`src/rtl/dbg_text_renderer_pkg.sv`:
```
// Shared constants, sideband type and the glyph table for the debug text overlay.
package dbg_text_renderer_pkg;

    localparam int COLS   = 80;
    localparam int ROWS   = 30;
    localparam int CHAR_W = 8;
    localparam int CHAR_H = 16;

    // Row code driven during blanking; the character source answers 0 there.
    localparam logic [4:0] BLANK_ROW = 5'd31;

    localparam logic [23:0] DEF_FG = 24'hFFFFFF;
    localparam logic [23:0] DEF_BG = 24'h000080;

    typedef struct packed {
        logic de;
        logic hs;
        logic vs;
    } sideband_t;

    // 5x7 master glyphs for 0x20..0x5F, rows top to bottom, 5 bits per row,
    // MSB of each row is the leftmost pixel.
    function automatic logic [34:0] glyph5x7(input logic [6:0] code);
        logic [34:0] g;
        g = '0;
        case (code)
            7'h21: g = 35'b00100_00100_00100_00100_00100_00000_00100;
            7'h22: g = 35'b01010_01010_01010_00000_00000_00000_00000;
            7'h23: g = 35'b01010_01010_11111_01010_11111_01010_01010;
            7'h24: g = 35'b00100_01111_10100_01110_00101_11110_00100;
            7'h25: g = 35'b11000_11001_00010_00100_01000_10011_00011;
            7'h26: g = 35'b01100_10010_10100_01000_10101_10010_01101;
            7'h27: g = 35'b01100_00100_01000_00000_00000_00000_00000;
            7'h28: g = 35'b00010_00100_01000_01000_01000_00100_00010;
            7'h29: g = 35'b01000_00100_00010_00010_00010_00100_01000;
            7'h2A: g = 35'b00000_00100_10101_01110_10101_00100_00000;
            7'h2B: g = 35'b00000_00100_00100_11111_00100_00100_00000;
            7'h2C: g = 35'b00000_00000_00000_00000_01100_00100_01000;
            7'h2D: g = 35'b00000_00000_00000_11111_00000_00000_00000;
            7'h2E: g = 35'b00000_00000_00000_00000_00000_01100_01100;
            7'h2F: g = 35'b00000_00001_00010_00100_01000_10000_00000;
            7'h30: g = 35'b01110_10001_10011_10101_11001_10001_01110;
            7'h31: g = 35'b00100_01100_00100_00100_00100_00100_01110;
            7'h32: g = 35'b01110_10001_00001_00010_00100_01000_11111;
            7'h33: g = 35'b11111_00010_00100_00010_00001_10001_01110;
            7'h34: g = 35'b00010_00110_01010_10010_11111_00010_00010;
            7'h35: g = 35'b11111_10000_11110_00001_00001_10001_01110;
            7'h36: g = 35'b00110_01000_10000_11110_10001_10001_01110;
            7'h37: g = 35'b11111_00001_00010_00100_01000_01000_01000;
            7'h38: g = 35'b01110_10001_10001_01110_10001_10001_01110;
            7'h39: g = 35'b01110_10001_10001_01111_00001_00010_01100;
            7'h3A: g = 35'b00000_01100_01100_00000_01100_01100_00000;
            7'h3B: g = 35'b00000_01100_01100_00000_01100_00100_01000;
            7'h3C: g = 35'b00010_00100_01000_10000_01000_00100_00010;
            7'h3D: g = 35'b00000_00000_11111_00000_11111_00000_00000;
            7'h3E: g = 35'b01000_00100_00010_00001_00010_00100_01000;
            7'h3F: g = 35'b01110_10001_00001_00010_00100_00000_00100;
            7'h40: g = 35'b01110_10001_00001_01101_10101_10101_01110;
            7'h41: g = 35'b01110_10001_10001_11111_10001_10001_10001;
            7'h42: g = 35'b11110_10001_10001_11110_10001_10001_11110;
            7'h43: g = 35'b01110_10001_10000_10000_10000_10001_01110;
            7'h44: g = 35'b11100_10010_10001_10001_10001_10010_11100;
            7'h45: g = 35'b11111_10000_10000_11110_10000_10000_11111;
            7'h46: g = 35'b11111_10000_10000_11110_10000_10000_10000;
            7'h47: g = 35'b01110_10001_10000_10111_10001_10001_01111;
            7'h48: g = 35'b10001_10001_10001_11111_10001_10001_10001;
            7'h49: g = 35'b01110_00100_00100_00100_00100_00100_01110;
            7'h4A: g = 35'b00111_00010_00010_00010_00010_10010_01100;
            7'h4B: g = 35'b10001_10010_10100_11000_10100_10010_10001;
            7'h4C: g = 35'b10000_10000_10000_10000_10000_10000_11111;
            7'h4D: g = 35'b10001_11011_10101_10101_10001_10001_10001;
            7'h4E: g = 35'b10001_10001_11001_10101_10011_10001_10001;
            7'h4F: g = 35'b01110_10001_10001_10001_10001_10001_01110;
            7'h50: g = 35'b11110_10001_10001_11110_10000_10000_10000;
            7'h51: g = 35'b01110_10001_10001_10001_10101_10010_01101;
            7'h52: g = 35'b11110_10001_10001_11110_10100_10010_10001;
            7'h53: g = 35'b01111_10000_10000_01110_00001_00001_11110;
            7'h54: g = 35'b11111_00100_00100_00100_00100_00100_00100;
            7'h55: g = 35'b10001_10001_10001_10001_10001_10001_01110;
            7'h56: g = 35'b10001_10001_10001_10001_10001_01010_00100;
            7'h57: g = 35'b10001_10001_10001_10101_10101_10101_01010;
            7'h58: g = 35'b10001_10001_01010_00100_01010_10001_10001;
            7'h59: g = 35'b10001_10001_10001_01010_00100_00100_00100;
            7'h5A: g = 35'b11111_00001_00010_00100_01000_10000_11111;
            7'h5B: g = 35'b01110_01000_01000_01000_01000_01000_01110;
            7'h5C: g = 35'b00000_10000_01000_00100_00010_00001_00000;
            7'h5D: g = 35'b01110_00010_00010_00010_00010_00010_01110;
            7'h5E: g = 35'b00100_01010_10001_00000_00000_00000_00000;
            7'h5F: g = 35'b00000_00000_00000_00000_00000_00000_11111;
            default: g = '0;
        endcase
        return g;
    endfunction

    // One 8-pixel row of the 8x16 cell, address {code[6:0], row[3:0]}.
    // The 5x7 master sits in columns 1..5, doubled vertically into rows 1..14.
    // Codes 0x60..0x7E fold onto 0x40..0x5E; control codes and 0x7F are blank.
    function automatic logic [7:0] font_row(input logic [10:0] addr);
        logic [6:0]  code;
        logic [3:0]  row;
        logic [3:0]  row_m1;
        logic [6:0]  idx;
        logic [34:0] g;
        logic [4:0]  bits;
        int          sel;
        code   = addr[10:4];
        row    = addr[3:0];
        row_m1 = row - 4'd1;
        idx    = (code >= 7'h60) ? code - 7'h20 : code;
        g      = glyph5x7(idx);
        sel    = 34 - 5 * int'(row_m1[3:1]);
        bits   = g[sel -: 5];
        if (code >= 7'h20 && code != 7'h7F && row != 4'd0 && row != 4'd15)
            return {1'b0, bits, 2'b00};
        return 8'h00;
    endfunction

endpackage

```
`src/rtl/dbg_text_renderer_if.sv`:
```
// Video-in / video-out / character-source bundle of the text overlay renderer.
interface dbg_text_renderer_if;
    logic [9:0]  h_cnt;
    logic [9:0]  v_cnt;
    logic        de_in;
    logic        hs_in;
    logic        vs_in;
    logic [23:0] rgb_in;
    logic        overlay_en;
    logic [6:0]  x;
    logic [4:0]  y;
    logic [7:0]  chr;
    logic [23:0] rgb_out;
    logic        hs_out;
    logic        vs_out;
    logic        de_out;

    // Timing generator / character source side.
    modport master (
        output h_cnt, v_cnt, de_in, hs_in, vs_in, rgb_in, overlay_en, chr,
        input  x, y, rgb_out, hs_out, vs_out, de_out
    );

    // Renderer side.
    modport slave (
        input  h_cnt, v_cnt, de_in, hs_in, vs_in, rgb_in, overlay_en, chr,
        output x, y, rgb_out, hs_out, vs_out, de_out
    );
endinterface

```
`src/rtl/dbg_font_rom.sv`:
```
// 8x16 glyph ROM, 128 codes x 16 rows, registered read, no reset.
module dbg_font_rom
    import dbg_text_renderer_pkg::*;
(
    input  logic        clk,
    input  logic [10:0] addr,
    output logic [7:0]  data
);

    // One-cycle synchronous lookup of a glyph row.
    always_ff @(posedge clk) begin
        data <= font_row(addr);
    end

endmodule

```
`src/rtl/dbg_text_renderer.sv`:
```
// Debug text overlay: beam counters -> cell coordinates -> glyph -> composite,
// three pipeline stages with the syncs delayed alongside the pixel.
module dbg_text_renderer
    import dbg_text_renderer_pkg::*;
#(
    parameter logic [23:0] FG_COLOR = DEF_FG,
    parameter logic [23:0] BG_COLOR = DEF_BG
) (
    input logic                 clk,
    input logic                 rst,
    dbg_text_renderer_if.slave  bus
);

    // Stage 1
    logic [7:0]  chr1;
    logic [3:0]  r1;
    logic [2:0]  c1;
    logic [23:0] rgb1;
    sideband_t   sb1;
    logic        ov1;
    // Stage 2
    logic [2:0]  c2;
    logic        inv2;
    logic        transp2;
    logic [23:0] rgb2;
    sideband_t   sb2;
    logic        ov2;
    logic [7:0]  font_data;
    // Stage 3
    logic        pix_bit;
    logic [23:0] pix_rgb;
    logic [23:0] rgb3;
    sideband_t   sb3;

    // v_cnt never exceeds 524, so bit 9 only matters for de, which arrives separately.
    logic unused_v_msb;
    assign unused_v_msb = bus.v_cnt[9];

    // Outside the active area point the character source at the always-blank
    // row so columns 80..99 and the v_cnt=512 wrap never hit real cells.
    always_comb begin
        bus.x = '0;
        bus.y = BLANK_ROW;
        if (bus.de_in) begin
            bus.x = bus.h_cnt[9:3];
            bus.y = bus.v_cnt[8:4];
        end
    end

    // Stage 1: capture the returned code and everything needed downstream.
    always_ff @(posedge clk or posedge rst) begin
        if (rst) begin
            chr1 <= '0;
            r1   <= '0;
            c1   <= '0;
            rgb1 <= '0;
            sb1  <= '0;
            ov1  <= 1'b0;
        end else begin
            chr1 <= bus.chr;
            r1   <= bus.v_cnt[3:0];
            c1   <= bus.h_cnt[2:0];
            rgb1 <= bus.rgb_in;
            sb1  <= '{de: bus.de_in, hs: bus.hs_in, vs: bus.vs_in};
            ov1  <= bus.overlay_en;
        end
    end

    dbg_font_rom u_font_rom (
        .clk  (clk),
        .addr ({chr1[6:0], r1}),
        .data (font_data)
    );

    // Stage 2: forward alongside the ROM read; code 0 marks a see-through cell.
    always_ff @(posedge clk or posedge rst) begin
        if (rst) begin
            c2      <= '0;
            inv2    <= 1'b0;
            transp2 <= 1'b0;
            rgb2    <= '0;
            sb2     <= '0;
            ov2     <= 1'b0;
        end else begin
            c2      <= c1;
            inv2    <= chr1[7];
            transp2 <= (chr1 == 8'h00);
            rgb2    <= rgb1;
            sb2     <= sb1;
            ov2     <= ov1;
        end
    end

    // Pick the pixel out of the glyph row (MSB leftmost), apply inverse video,
    // then choose between blank, game video and overlay colours.
    always_comb begin
        pix_bit = font_data[3'd7 - c2] ^ inv2;
        pix_rgb = '0;
        if (sb2.de) begin
            if (!ov2 || transp2)
                pix_rgb = rgb2;
            else
                pix_rgb = pix_bit ? FG_COLOR : BG_COLOR;
        end
    end

    // Stage 3: registered composite and sideband.
    always_ff @(posedge clk or posedge rst) begin
        if (rst) begin
            rgb3 <= '0;
            sb3  <= '0;
        end else begin
            rgb3 <= pix_rgb;
            sb3  <= sb2;
        end
    end

    assign bus.rgb_out = rgb3;
    assign bus.hs_out  = sb3.hs;
    assign bus.vs_out  = sb3.vs;
    assign bus.de_out  = sb3.de;

endmodule
```
`src/flat_wrapper.sv`:
```
// flat-port wrapper written by rule: the top's interface ports become plain ports
module dbg_text_renderer_flat import dbg_text_renderer_pkg::*;
#(
    parameter logic [23:0] FG_COLOR = DEF_FG,
    parameter logic [23:0] BG_COLOR = DEF_BG
)
  (clk, rst, bus_h_cnt, bus_v_cnt, bus_de_in, bus_hs_in, bus_vs_in, bus_rgb_in, bus_overlay_en, bus_chr, bus_x, bus_y, bus_rgb_out, bus_hs_out, bus_vs_out, bus_de_out);
  dbg_text_renderer_if bus_i ();
  input logic clk;
  input logic rst;
  input wire logic [$bits(bus_i.h_cnt)-1:0] bus_h_cnt;
  input wire logic [$bits(bus_i.v_cnt)-1:0] bus_v_cnt;
  input wire logic [$bits(bus_i.de_in)-1:0] bus_de_in;
  input wire logic [$bits(bus_i.hs_in)-1:0] bus_hs_in;
  input wire logic [$bits(bus_i.vs_in)-1:0] bus_vs_in;
  input wire logic [$bits(bus_i.rgb_in)-1:0] bus_rgb_in;
  input wire logic [$bits(bus_i.overlay_en)-1:0] bus_overlay_en;
  input wire logic [$bits(bus_i.chr)-1:0] bus_chr;
  output wire logic [$bits(bus_i.x)-1:0] bus_x;
  output wire logic [$bits(bus_i.y)-1:0] bus_y;
  output wire logic [$bits(bus_i.rgb_out)-1:0] bus_rgb_out;
  output wire logic [$bits(bus_i.hs_out)-1:0] bus_hs_out;
  output wire logic [$bits(bus_i.vs_out)-1:0] bus_vs_out;
  output wire logic [$bits(bus_i.de_out)-1:0] bus_de_out;
  assign bus_i.h_cnt = bus_h_cnt;
  assign bus_i.v_cnt = bus_v_cnt;
  assign bus_i.de_in = bus_de_in;
  assign bus_i.hs_in = bus_hs_in;
  assign bus_i.vs_in = bus_vs_in;
  assign bus_i.rgb_in = bus_rgb_in;
  assign bus_i.overlay_en = bus_overlay_en;
  assign bus_i.chr = bus_chr;
  assign bus_x = bus_i.x;
  assign bus_y = bus_i.y;
  assign bus_rgb_out = bus_i.rgb_out;
  assign bus_hs_out = bus_i.hs_out;
  assign bus_vs_out = bus_i.vs_out;
  assign bus_de_out = bus_i.de_out;
  dbg_text_renderer #(.FG_COLOR(FG_COLOR), .BG_COLOR(BG_COLOR)) u_core (.clk(clk), .rst(rst), .bus(bus_i));
endmodule
```
`config.mk`:
```
export PLATFORM = sky130hd
export DESIGN_NAME = dbg_text_renderer_flat
export DESIGN_NICKNAME = d
export VERILOG_FILES = /design/src/rtl/dbg_text_renderer_pkg.sv /design/src/rtl/dbg_text_renderer_if.sv /design/src/rtl/dbg_font_rom.sv /design/src/rtl/dbg_text_renderer.sv /design/src/flat_wrapper.sv
export SDC_FILE = /design/constraint.sdc
export NUM_CORES = 1
export LEC_CHECK = 0
export CAP_MARGIN = 5
export CORE_MARGIN = 3
export CORE_UTILIZATION = 40
export DETAILED_ROUTE_END_ITERATION = 16
export DONT_BUFFER_PORTS = 1
export PLACE_DENSITY = 0.55
export SLEW_MARGIN = 30
export SYNTH_ARGS = -nofsm -noshare
export SYNTH_HDL_FRONTEND = slang
export SYNTH_MEMORY_MAX_BITS = 65536
export SYNTH_SLANG_ARGS = --single-unit
```
`constraint.sdc`:
```
create_clock -name clk -period 9.7 [get_ports clk]
set_input_delay 2.91 -clock clk [delete_from_list [all_inputs] [get_ports clk]]
set_output_delay 2.91 -clock clk [all_outputs]
set_load 0.1 [all_outputs]
```
# ---- After elaboration in Yosys (flattened, before gate mapping)
# Memory sizes are Yosys's and may differ from the RTL's.
# Cells that the tools add are included.
# Widths: inputs -> output; s select.
dict set report word_totals {
  ff_bits 108
  rom_bits 4480
  out_inout_bits 39
  memories 1
}
# name words word_bits read_ports rd_clocked_by_memory_dff wr line
set mem_list {}
lappend mem_list {{(no name shown)} 128 35 1 0 0 dbg_text_renderer_pkg.sv:26} ;# case (code)
dict set report op_classes {
  addsub 4
  mul 1
  magnitude_cmp 3
  eq_ne 2
  shift 1
  muxes 10
  bitwise 1
  reduce_logical 7
}
# op n
set op_table {}
lappend op_table {{$mux 24} 3}
lappend op_table {{$shiftx 39x7->5} 1}
lappend op_table {{$mux 7} 3}
lappend op_table {{$logic_not 8->1} 1}
lappend op_table {{$ge 7x6->1 const B} 1}
lappend op_table {{$ge 7x7->1 const B} 1}
lappend op_table {{$ne 7x7->1 const B} 1}
lappend op_table {{$sub 6x6->7 const A} 1}
lappend op_table {{$sub 7x6->7 const B} 1}
lappend op_table {{$mul 3x3->6 const A} 1}
lappend op_table {{$mux 5} 1}
lappend op_table {{$lt 3x4->1 const B} 1}
lappend op_table {{$ne 4x4->1 const B} 1}
lappend op_table {{$reduce_bool 4->1} 1}
lappend op_table {{$sub 4x1->4 const B} 1}
lappend op_table {{$bmux 1 s3} 1}
lappend op_table {{$logic_and 1x1->1} 3}
lappend op_table {{$sub 3x3->3 const A} 1}
lappend op_table {{$mux 1} 2}
lappend op_table {{$logic_not 1->1} 1}
lappend op_table {{$logic_or 1x1->1} 1}
lappend op_table {{$xor 1x1->1} 1}

# ---- Logic depth before layout (Yosys ltp)
dict set report depth {
  word_depth 7
  depth_mapped 17
  ltp_nobuf 16
}

# ---- Hierarchy
# Synthesis repeated with hierarchy kept, for this count alone.
dict set report unflattened {
  hier_cells 874
  hier_area_um2 7770.0
}
# module instances cells_per_inst area_per_inst_um2
set by_module_without_submodules {}
lappend by_module_without_submodules {dbg_font_rom 1 691 4727.0}
lappend by_module_without_submodules {dbg_text_renderer 1 183 3042.9}

# ---- Worst setup path before layout
# OpenSTA, ideal clock, no wires.
dict set report synth_timing {
  path_type {input-to-output}
  from {input port bus_de_in}
  to {output port bus_x[0]}
  arrival_time_ps 3896
  required_time_ps 6790
  slack_ps 2894
  stages 2
  n_path_buf 1
  path_cell_list {clkbuf_1 -> and2_1}
}
dict set report synth_between {
  elab_chain_cells 1
}
# item line
set synth_lines {}
lappend synth_lines {{start, declared} flat_wrapper.sv:13} ;# input wire logic [$bits(bus_i.de_in)-1:0] bus_de_in;
lappend synth_lines {{$mux 7} dbg_text_renderer.sv:44} ;# if (bus.de_in) begin
lappend synth_lines {{end, declared} flat_wrapper.sv:19} ;# output wire logic [$bits(bus_i.x)-1:0] bus_x;
# No other way between the ends.

# ---- Worst setup path after layout
dict set report layout_timing {
  from {input port bus_v_cnt[8]}
  to {output port bus_y[4]}
}
dict set report layout_between {
  elab_chain_cells 1
}
# item line
set layout_lines {}
lappend layout_lines {{start, declared} flat_wrapper.sv:12} ;# input wire logic [$bits(bus_i.v_cnt)-1:0] bus_v_cnt;
lappend layout_lines {{$mux 5} dbg_text_renderer.sv:44}
lappend layout_lines {{end, declared} flat_wrapper.sv:20} ;# output wire logic [$bits(bus_i.y)-1:0] bus_y;
# No other way between the ends.

==> flow_metrics.env <==
export IMPL_status="finished clean"
export IMPL_post_cts_setup_buffer_count=0
export IMPL_fin_skew_ps=9.88
export IMPL_synth_area_mm2=0.00744
export IMPL_startpoint_type="primary input"
export IMPL_worst_ep_arrival_time_ps=3680
export IMPL_totalWireLength_um=25500
export IMPL_drc=0
export IMPL_grt_pass1_wl_um=38800
export IMPL_setup_tns_ps=0
export IMPL_synth_edf_count=0
export IMPL_drt_pass1_iterations=8
export IMPL_layout_common_cells="nor2_1 (104), dfrtp_1 (100), nand2_1 (75)"
export IMPL_antenna_found_initial=0
export IMPL_grt_total_usage_pct=24.4
export IMPL_post_dp_cell_area_mm2=0.00753
export IMPL_numCtsBuffers=9
export IMPL_drv_cap=0
export IMPL_vias=7028
export IMPL_drt_iter0_drc=1013
export IMPL_initial_utilization_pct=41.1
export IMPL_drive_gt1_share_pct=8.16
export IMPL_synthCells=877
export IMPL_rows=49
export IMPL_layout_commonest_cell="nor2_1"
export IMPL_antenna_left=0
export IMPL_crit_path_max_incr_delay_ps=770
export IMPL_gr_total_overflow=0
export IMPL_final_nets=911
export IMPL_cp_cell_sequence="nand2b_1"
export IMPL_finalInstanceArea_mm2=0.00782
export IMPL_dp_hpwl_um=18100
export IMPL_grt_pass1_vias=6628
export IMPL_yosys_warnings=0
export IMPL_rsz0062_at_grt="false"
export IMPL_period_minus_slack_ps=6590
export IMPL_cts_tree="built"
export IMPL_io_pins=97
export IMPL_fin_ws_ps=3110
export IMPL_grt_max_degree=94
export IMPL_power_density_mw_per_mm2=181
export IMPL_async_reset_ff_share_pct=95.4
export IMPL_die_y_um=142
export IMPL_ctsResizeCount=0
export IMPL_end_kind="primary output"
export IMPL_setup_viol_count_final=0
export IMPL_cp_top_family="simple AND/OR/NAND/NOR gates"
export IMPL_clock_latency_ps=340
export IMPL_htreeDepth=3
export IMPL_hold_path_class="register to register"
export IMPL_clk_path_buf_depth=2
export IMPL_clkTransAtPathRegs_ps=70
export IMPL_fmax_mhz=152
export IMPL_crit_fanout=1
export IMPL_slew_viol_final=0
export IMPL_vdd_ir_drop_worst_mv=0.0991
export IMPL_dieArea_mm2=0.0203
export IMPL_required_ps=6790
export IMPL_holdBufCountCts=0
export IMPL_n_antenna_cell=0
export IMPL_syn_to_final_growth_pct=5.13
export IMPL_clockRootBuffer="clkbuf_16"
export IMPL_p_leak_nw=3.10
export IMPL_synth_seq_area_share_pct=36.0
export IMPL_dp_slack_ps=3100
export IMPL_path_class="primary input to primary output"
export IMPL_path_buf_inv=0
export IMPL_fp_dieW_um=142
export IMPL_syn_nets=960
export IMPL_tightest_slew_ps=1030
export IMPL_syn_area_per_cell_um2=8.48
export IMPL_wire_per_inst_um=24.0
export IMPL_vias_per_cell=6.62
export IMPL_slowest_stage="nand2b_1"
export IMPL_hold_viol=0
export IMPL_port_buffers=0
export IMPL_gp_congestion=1.03
export IMPL_post_route_period_util_pct=67.9
export IMPL_slew_headroom_pct=31.7
export IMPL_cts_sinks=108
export IMPL_synthDistinctLibCells=82
export IMPL_ys_ff_latch=108
export IMPL_synth_ff_type="dfrtp_1"
export IMPL_core_region_area_mm2=0.0181
==> metal layers <==
layer | vias to the layer above | part of all wire (%) | GRT usage [%]
met3 | 80 | 10 | 6.45
met1 | 3364 | 41 | 34.0
met4 | 0 | 3.9 | 9.75
met2 | 450 | 45 | 36.1
li1 | 3134 | - | -
met5 | - | 0 | 0
==> path summary, 6_finish.rpt <==
path                                                start                                    to  slack (ps)  depth (start not counted)
worst min register to register  u_core.rgb1[18]$_DFF_PP0_             u_core.rgb2[18]$_DFF_PP0_         340                          0
worst max register to register     u_core.r1[0]$_DFF_PP0_  u_core.u_font_rom.data[3]$_SDFF_PN0_        4580                         15
worst max-delay path                         bus_v_cnt[8]                              bus_y[4]        3110                          1
min in group asynchronous                             rst               u_core.sb2[1]$_DFF_PP0_        2330                          1
max in group asynchronous                             rst       u_core.bus.rgb_out[9]$_DFF_PP0_        6380                          2
worst min-delay path            u_core.rgb1[18]$_DFF_PP0_             u_core.rgb2[18]$_DFF_PP0_         340                          0
==> cells by family (layout without fill, tap and decap cells) <==
family                     after synthesis  after routing  synth area share (%)
AOI/OAI and AO/OA                      277            277                  26.3
xor gates and xnor gates                11             11                  1.30
adders and majority gates               25             25                  4.31
buffers and inverters                   97             53                  5.33
DFF                                    108            108                  36.0
muxes                                   36             36                  5.96
and+or+nand+nor                        323            323                  20.8
==> state kept, by name, summed over array words and instances (netlist names) <==
signal,flops
u_core.bus.hs_out,1
u_core.bus.vs_out,1
u_core.ov2,1
u_core.inv2,1
u_core.r1,4
u_core.rgb1,24
u_core.u_font_rom.data,5
u_core.transp2,1
u_core.sb1,3
u_core.c1,3
u_core.chr1,8
u_core.rgb2,24
u_core.sb2,3
u_core.c2,3
u_core.ov1,1
u_core.bus.de_out,1
u_core.bus.rgb_out,24
==> final cells by class <==
class | count | area [um2]
clock buffer | 10 | 239
clock inverter | 6 | 45.0
fill | 1769 | 10300
inverter | 26 | 100
multi-input combinational | 672 | 4380
sequential | 108 | 2680
tap | 229 | 287
timing repair buffer | 11 | 86.3
==> cells in the mapped netlist, types with 18 or more instances <==
library cell / count / area, um2
inv_1: 23 / 86.3
nand2_1: 75 / 282
ha_1: 24 / 300
dfrtp_1: 103 / 2580
o21ai_0: 32 / 160
a31oi_1: 18 / 113
a21oi_1: 59 / 295
nand2b_1: 27 / 169
nor2b_1: 18 / 113
a211oi_1: 21 / 158
o22ai_1: 18 / 113
nor3_1: 25 / 125
mux2i_1: 24 / 240
nand3_1: 23 / 115
nor2_1: 104 / 390
clkbuf_1: 52 / 195
==> report_power, final <==
group	internal, mW	leakage [nW]	switching (mW)	total [mW]
clock network	0.183	0.137	0.158	0.341
logic	0.155	1.70	0.334	0.488
registers	0.484	1.27	0.101	0.585
total	0.822	3.10	0.592	1.41
==> metrics by stage <==
| stage | util, % | cells | hold slack, ps | total power [mW] |
|---|---|---|---|---|
| after global placement | 41.6 | 1046 | 333 | 1.07 |
| after CTS | 43.2 | 1062 | 347 | 1.41 |
| after global routing | 43.2 | 1062 | 356 | 1.48 |
| after detailed placement | 41.6 | 1046 | 335 | 1.07 |
| final | 43.2 | 1062 | 344 | 1.41 |
| after floorplan | - | 877 | 331 | 0.945 |
Note: power is estimated with default switching activity, not from simulation.
